<file path="src/rtl/float_acc_seq.sv">
// Accumulation sequencer: feeds terms and the running sum to an external
// fixed-latency float adder and emits the total when the last term lands.
module float_acc_seq #(
  parameter int unsigned E_BIT   = 8,
  parameter int unsigned F_BIT   = 23,
  parameter int unsigned ADD_LAT = 3,
  parameter int unsigned CNT_W   = 16
) (
  input  logic                       clk,
  input  logic                       rst,
  input  logic                       in_valid,
  output logic                       in_ready,
  input  logic [1+E_BIT+F_BIT-1:0]   in_data,
  input  logic                       in_last,
  output logic [1+E_BIT+F_BIT-1:0]   add_a,
  output logic [1+E_BIT+F_BIT-1:0]   add_b,
  input  logic [1+E_BIT+F_BIT-1:0]   adder_out,
  output logic                       out_valid,
  input  logic                       out_ready,
  output logic [1+E_BIT+F_BIT-1:0]   out_data,
  output logic [CNT_W-1:0]           out_cnt,
  output logic                       out_ovf
);

  localparam int unsigned W      = 1 + E_BIT + F_BIT;
  localparam int unsigned WAIT_W = $clog2(ADD_LAT + 2);

  typedef enum logic [1:0] {
    S_IDLE,
    S_WAIT,
    S_DONE
  } state_t;

  state_t              state;
  logic [W-1:0]        acc;
  logic [CNT_W-1:0]    cnt;
  logic                ovf;
  logic                last_q;
  logic [WAIT_W-1:0]   wait_cnt;

  logic                exp_ones;
  logic [CNT_W-1:0]    cnt_inc;

  assign in_ready = (state == S_IDLE) && !rst;
  assign exp_ones = &adder_out[F_BIT +: E_BIT];
  assign cnt_inc  = (&cnt) ? cnt : cnt + CNT_W'(1);

  // Issue / wait-for-adder / hold-total sequencer
  always_ff @(posedge clk or posedge rst) begin
    if (rst) begin
      state     <= S_IDLE;
      acc       <= '0;
      cnt       <= '0;
      ovf       <= 1'b0;
      last_q    <= 1'b0;
      wait_cnt  <= '0;
      add_a     <= '0;
      add_b     <= '0;
      out_valid <= 1'b0;
      out_data  <= '0;
      out_cnt   <= '0;
      out_ovf   <= 1'b0;
    end else begin
      case (state)
        S_IDLE: begin
          if (in_valid) begin
            add_a    <= acc;
            add_b    <= in_data;
            last_q   <= in_last;
            cnt      <= cnt_inc;
            wait_cnt <= WAIT_W'(ADD_LAT);
            state    <= S_WAIT;
          end
        end
        S_WAIT: begin
          if (wait_cnt != '0) begin
            wait_cnt <= wait_cnt - WAIT_W'(1);
          end else if (last_q) begin
            // Publish the total and start the next vector from +0.0
            out_data  <= adder_out;
            out_cnt   <= cnt;
            out_ovf   <= ovf | exp_ones;
            out_valid <= 1'b1;
            acc       <= '0;
            cnt       <= '0;
            ovf       <= 1'b0;
            state     <= S_DONE;
          end else begin
            acc   <= adder_out;
            ovf   <= ovf | exp_ones;
            state <= S_IDLE;
          end
        end
        S_DONE: begin
          if (out_ready) begin
            out_valid <= 1'b0;
            state     <= S_IDLE;
          end
        end
        default: state <= S_IDLE;
      endcase
    end
  end

endmodule

</file>
<file path="config.mk">
export PLATFORM = sky130hd
export DESIGN_NAME = float_acc_seq
export DESIGN_NICKNAME = d
export VERILOG_FILES = /design/src/rtl/float_acc_seq.sv
export SDC_FILE = /design/constraint.sdc
export NUM_CORES = 1
export LEC_CHECK = 0
export CAP_MARGIN = 20
export CORE_MARGIN = 3
export CORE_UTILIZATION = 25
export DETAILED_ROUTE_END_ITERATION = 10
export GPL_TIMING_DRIVEN = 0
export HOLD_SLACK_MARGIN = 0.02
export PLACE_DENSITY = 0.53
export SLEW_MARGIN = 10
export SYNTH_ARGS = -nofsm -noshare
export SYNTH_HDL_FRONTEND = slang
export SYNTH_SLANG_ARGS = --single-unit
export TNS_END_PERCENT = 5
</file>
<file path="constraint.sdc">
create_clock -name clk -period 7.14 [get_ports clk]
set_input_delay 1.428 -clock clk [delete_from_list [all_inputs] [get_ports clk]]
set_output_delay 1.428 -clock clk [all_outputs]
set_load 0.01 [all_outputs]
</file>
======== Word-level counts from Yosys, hierarchy flattened ========
Index checks and enable logic that the tools add are counted.
cells by class
  reductions and logical operators ........ 15
  bitwise gates (word level) .............. 2
  $add $sub $neg .......................... 2
  eq/ne operators ......................... 8
  mux-type cells .......................... 19
operator list
  cell                                                 count
  2-to-1 mux 16 bit                                    4
  2-to-1 mux 32 bit                                    1
  case mux 16 bit (2 select lines)                     1
  adder 16 x 1 -> 16 bit, second input constant        1
  AND reduction 16 bit                                 1
  inequality test 2 bit, second input constant         6
  AND reduction 3 bit                                  3
  2-to-1 mux 2 bit                                     4
  AND reduction 8 bit                                  1
  2-to-1 mux 3 bit                                     2
  case mux 2 bit (3 select lines)                      1
  case mux 3 bit (2 select lines)                      1
  AND reduction 5 bit                                  1
  2-to-1 mux 1 bit                                     4
  AND reduction 2 bit                                  2
  AND reduction 4 bit                                  1
  nonzero test 2 bit                                   2
  nonzero test 3 bit                                   1
  subtractor 3 x 1 -> 3 bit, second input constant     1
  equality test 2 x 1 -> 1 bit, second input constant  1
  equality test 2 bit, second input constant           1
  logical NOT 2 bit                                    1
  case mux 1 bit (2 select lines)                      1
  logical AND 1 bit                                    1
  other kinds (3)                                      3
word-level totals
  output and inout port bits .............. 115
  logic and storage cells ................. 58
  input port bits ......................... 69
  flip-flop bits (word level) ............. 169

======== Depth between registers and ports, before layout ========
Gate-level depths: netlist of run 1.
  depth after elaboration ................. 4
  mapped depth ............................ 8
  mapped depth without buffers ............ 6

======== Worst setup path before layout of run 1 ========
OpenSTA, ideal clock, no wires.
  path kind ............................... input-to-output
  start point ............................. input port rst
  end point ............................... output port in_ready
  cell stages on the path ................. 1
  slack ................................... 4025 ps
  data arrival time ....................... 1687 ps
  cell sequence ........................... nor3_1
between the ends
  longest elaborated chain between the ends .. 2
ends and longest elaborated chain
  element                             line  RTL
  from (decl)                         10    input logic rst,
  logical NOT 1 bit (no source line)  --
  logical AND 1 bit                   44    assign in_ready = (state == S_IDLE) && !rst;
  to (decl)                           12    output logic in_ready,
No other way between the ends.

======== Worst setup path after layout of run 1 ========
Ends and elaborated chain as after synthesis.

==> results.cfg, run 1 <==
[worst_setup_path]
start_kind = primary input
criticalPathCategory = in2out
critical_path.cell_chain = clkdlybuf4s50_1 -> nor3_1 -> clkdlybuf4s50_1
cp_data_required_time_ps = 5710
r2r_start = state[1]
end_kind = output port
timing.critical_path.max_delay_family = buffers and inverters
cp_data_arrival_time_ps = 2750
crit_start = rst
crit_fanout = 2
critPathSlowestCell = clkdlybuf4s50_1
critPathMaxStageDelay_ps = 580
worst-path-buf-inv = 2
worst_path_most_repeated_cell = clkdlybuf4s50_1

[synthesis]
syn_inst = 682
yosys.area.top_type_share_pct = 60.9
syn_area_mm2 = 0.00694
async_flop_share_pct = 100
ys_types = 38
synth-main-ff-cell = dfrtp_1
synth_seq_cells = 169
synth.area.top_cells = dfrtp_1 61%, nand2_1 13%, mux2_2 6.8%
synth_edf_count = 0
yosysTopAreaCell = dfrtp_1
syn-num-nets = 754
avgSynthCellArea_um2 = 10.2
ys_warn_count = 0
ys_seq_area_share_pct = 60.9

[power]
cellLeakagePower_nw = 4.42
p_int_mw = 2.66
switching_share_pct = 35.2
p_total_mw = 4.11
p_sw_mw = 1.45
max-vdd-ir-drop_mv = 0.159
p_seq_share_pct = 38.7
p_per_area_mw_per_mm2 = 416
power.share.clock_pct = 23.2
combPwrFrac_pct = 38.1

[global_routing]
antenna_found_initial = 0
grt_max_degree = 93
gr-usage-all-layers_pct = 13.6
grt_pass1_vias = 5733
grt-ovfl-total = 0
grt_pass1_wl_um = 32700

[sta]
tightest_slew_ps = 803
hold_viol_final = 0
tns_ps = 0
rsz0062_at_grt = false
setup_violations = 0
finalCritPeriodShare_pct = 58.5
min_period_ps = 4180
skew_ps = 27.2
drv_slew = 0
slew_headroom_pct = 46.3
fmax_ghz = 0.239

[route]
viasPerCell = 4.35
route.vias.total = 5529
dr.pass1.iters = 4
wirelength_um = 19700
ant_nets = 0
wl_per_cell_um = 15.5
dr.first_iter.drc_count = 215
drc_errors = 0

[clock_network]
cts_resized = 0
cts_setup_buffers = 0
cts_buffers = 17
ctsRootBufferMaster = clkbuf_16
cts.sinks = 169
hold_buffers = 0
clk_pin_slew_ps = 80
clock_path_buffers = 2
cts_max_level = 4
clk_latency_ps = 450
cts_tree = built

[floorplan]
start_util_pct = 25.6
die_width_um = 173
die_h_um = 173
rows = 60
die_area_mm2 = 0.0298
boundaryPins = 184
core_region_area_mm2 = 0.0271

[hold_path]
hold_path.startpoint = acc[11]
hold_path.class = reg2reg

[outcome]
status = completed

[placed_design]
port_buffers = 183
hpwl_um = 14000
routabilityCongestion = 0.748

[layout]
n_fill_cell = 2769
fin_nets = 957
drive_above_1_share_pct = 10.6
syn_to_final_growth_pct = 42.3
num_antenna_cells = 0

[job]
maxCapViolCount = 0
-- stage by stage --
| stage | cells | utilization (%) | hold slack (ps) | worst slack [ps] | area, um^2 |
|---|---|---|---|---|---|
| after floorplan | 682 | - | 439 | 1140 | 6940 |
| after detailed placement | 1238 | 34.2 | 452 | 2950 | 9270 |
| after CTS | 1270 | 36.5 | 464 | 2950 | 9880 |
| after global placement | 1237 | 34.1 | 447 | -1710 | 9240 |
| after global routing | 1270 | 36.5 | 480 | 2910 | 9880 |
| final | 1270 | 36.5 | 466 | 2960 | 9880 |
-- cell usage after synthesis, types with 4 or more instances --
cell,count
a211oi_1,6
a21oi_1,8
buf_2,13
clkbuf_1,25
dfrtp_1,169
inv_1,10
mux2_2,42
nand2_1,249
nand2b_1,34
nand3_1,4
nand4_1,7
nor2_1,6
o21ai_0,51
o22a_1,8
or3_1,5
or4_1,6
-- metal layers --
| layer | GRT usage, % | wire [um] |
|---|---|---|
| met4 | 3.48 | 221 |
| met3 | 4.94 | 1560 |
| met2 | 21.2 | 8780 |
| met1 | 17.9 | 9150 |
| met5 | 0 | 0 |
-- state kept, by name (all words and copies together), names as in the netlist --
signal,flops
acc,32
add_a,32
add_b,32
cnt,16
last_q,1
out_cnt,16
out_data,32
out_ovf,1
out_valid,1
ovf,1
state,2
wait_cnt,3
-- layout make-up --
type                       count  area (um^2)  share of cell area (%)
clock buffer                  17          425                    4.31
inverter                      10         45.0                   0.456
multi-input combinational    464         2500                    25.4
sequential                   169         4230                    42.8
timing repair buffer         184         1860                    18.8
tap                          372          465                    4.71
buffer                        39          170                    1.72
clock inverter                15          180                    1.82
-- cell families (layout without fill, tap and decap cells) --
logic type / after synthesis / in the layout / share of synthesized area (%)
fa+ha+maj: 3 / 3 / 0.541
compound gates: 91 / 91 / 7.97
mux: 43 / 43 / 6.96
flops: 169 / 169 / 60.9
simple gates: 327 / 327 / 20.6
buf+inv: 49 / 265 / 2.99
-- power groups by stage --
stage	sequential [mW]	clock (mW)	combinational, mW
finish	1.59	0.952	1.57
global route	1.65	1.02	1.74
detailed placement	1.61	0	1.60
global placement	1.60	0	1.59
CTS	1.59	0.980	1.61
floorplan	1.71	0	0.618
-- final timing paths --
kind / end / slack (ps) / depth (start not counted)
hold reg to reg: add_a[11] / 470 / 2
hold / removal: add_a[11] / 470 / 2
setup reg to reg: add_a[31] / 4820 / 6
max in group asynchronous: add_b[25] / 4750 / 3
setup / recovery: in_ready / 2960 / 3
min in group asynchronous: add_a[26] / 1510 / 2
-- placed cells by master (no fill, tap or decap), drive strengths merged, types with 4 or more instances in the layout --
cell | Yosys | layout
clkinv | 0 | 7
o21ai | 51 | 51
nand2b | 34 | 34
o22a | 8 | 8
nand2 | 250 | 250
a21oi | 8 | 8
mux2 | 42 | 42
nand3 | 4 | 4
nand4 | 8 | 8
or4 | 6 | 6
a211oi | 6 | 6
buf | 14 | 15
nor3 | 4 | 4
dfrtp | 169 | 169
or3 | 5 | 5
nor2 | 6 | 6
clkdlybuf4s50 | 0 | 183
clkbuf | 25 | 42
inv | 10 | 18
-- tightest hold or removal path, delay by kind of cell, from the launching register on --
family / cells / cell delay (ps)
AND/OR/NAND/NOR: 2 / 100
flip-flops: 1 / 350
(Power assumes the default switching activity.)
==> inputs of run 2 (changes only) <==
PLACE_DENSITY = 0.54   (was 0.53)
clock period = 3.5 ns   (was 7.14 ns; I/O delays follow)
==> run 2 against run 1 <==
Wire length shrank 0.74%. Worst hold slack gained 1.5 ps. Utilization grew 0.19 points. First-iteration DRC count grew 31%. Clock power grew 100%. Sequential share of layout area shrank 0.23 points. Highest routed layer unchanged.
==> results.cfg, run 2 (synthesized netlist as in run 1, its figures left out) <==
[placed_design]
port_buffers = 183
dp.cells = 1242
place_area_mm2 = 0.00934
hpwl_um = 14200
routabilityCongestion = 0.749
dp_slack_ps = 327

[worst_setup_path]
regToRegEndpoint = add_a[31]
start_kind = primary input
cp_data_arrival_time_ps = 1970
cp_data_required_time_ps = 2800
criticalPathCategory = in2out
critical_path.cell_chain = clkdlybuf4s50_1 -> nor3_1 -> clkdlybuf4s50_1
critPathCapture = in_ready
r2r_slack_ps = 1130
critPathSlowestCell = clkdlybuf4s50_1
r2r_start = state[1]
critPathMaxStageDelay_ps = 580
r2r_cells = 6
end_kind = output port
worst_path_most_repeated_cell = clkdlybuf4s50_1
crit_start = rst
crit_fanout = 2

[global_routing]
grt_max_degree = 36
gr-usage-all-layers_pct = 13.3
antenna_found_initial = 0
grt_pass1_wl_um = 31900
grt-ovfl-total = 0
grt_pass1_vias = 5519

[route]
ant_nets = 0
route.vias.total = 5527
dr.first_iter.drc_count = 281
dr.pass1.iters = 4
drc_errors = 0
wl_per_cell_um = 15.4
viasPerCell = 4.34
wirelength_um = 19600

[clock_network]
clk_pin_slew_ps = 70
cts_tree = built
ctsRootBufferMaster = clkbuf_16
clock_path_buffers = 2
hold_buffers = 0
cts.sinks = 169
cts_max_level = 4
clk_latency_ps = 430
cts_setup_buffers = 0
cts_buffers = 17
cts_resized = 0

[sta]
setup_violations = 0
skew_ps = 17.1
timing.final.ws_setup_ps = 835
min_period_ps = 2670
rsz0062_at_grt = false
holdWs_ps = 468
slew_headroom_pct = 43.9
drv_slew = 0
hold_viol_final = 0
finalCritPeriodShare_pct = 76.2
tightest_slew_ps = 840
fmax_ghz = 0.375

[layout]
fin_util_pct = 36.6
drive_above_1_share_pct = 11.0
fin_area_mm2 = 0.00993
layout_commonest_cell = nand2_1
syn_to_final_growth_pct = 43.1
final_cell_mix = 249 x nand2_1, 183 x clkdlybuf4s50_1, 169 x dfrtp_1, 51 x o21ai_0, 42 x mux2_2
num_antenna_cells = 0
stdcell_count = 1274
fin_nets = 961

[hold_path]
hold_path.class = reg2reg

[outcome]
status = completed

[floorplan]
die_area_mm2 = 0.0298
die_h_um = 173
die_width_um = 173
core_region_area_mm2 = 0.0271
boundaryPins = 184
rows = 60
start_util_pct = 25.6

[power]
p_per_area_mw_per_mm2 = 839
max-vdd-ir-drop_mv = 0.325
cellLeakagePower_nw = 4.45

[job]
maxCapViolCount = 0
==> run 2: worst min path at each step <==
stage / startpoint / end / slack, ps / cells after the start
finish: acc[5] / add_a[5] / 470 / 2
global route: add_b[2] / add_b[2] / 490 / 2
CTS: acc[10] / add_a[10] / 470 / 2
detailed placement: acc[9] / add_a[9] / 450 / 2
global placement: acc[10] / add_a[10] / 450 / 2
floorplan: acc[0] / add_a[0] / 440 / 2
==> run 2: metal layers <==
metal  track usage, %  share of wire [%]  up-vias
li1                 -                  -     2685
met1             17.7                 45     2665
met2             20.9                 46      163
met3             5.09                8.1       14
met4             2.84               0.81        0
met5                0                  0        -
==> run 2: cell type report <==
| type | instances | area [um^2] |
|---|---|---|
| fillers | 2775 | 17200 |
| flip-flops and latches | 169 | 4230 |
| multi-input cells | 464 | 2500 |
| repair buffers | 188 | 1930 |
| well taps | 372 | 465 |
| clock buffers | 18 | 439 |
| plain buffers | 39 | 170 |
| clock inverters | 14 | 150 |
| inverters | 10 | 41.3 |
==> run 2: worst max-delay path, delay by kind of cell <==
kind	cells	cell delay (ps)
and+or+nand+nor	1	210
buffers and inverters	2	1050
==> run 2: stage by stage <==
step / TNS [ps] / power (mW)
after floorplan: 0 / 4.76
after global placement: -178490 / 6.49
after detailed placement: 0 / 6.55
after global routing: 0 / 8.96
final: 0 / 8.33
after CTS: 0 / 8.51
==> run 2: power by group <==
group | switching, mW | leakage (nW) | internal (mW) | total (mW)
clock | 0.920 | 0.291 | 0.977 | 1.90
sequential | 0.456 | 2.11 | 2.78 | 3.24
combinational | 1.51 | 2.04 | 1.69 | 3.20
total | 2.89 | 4.45 | 5.44 | 8.33
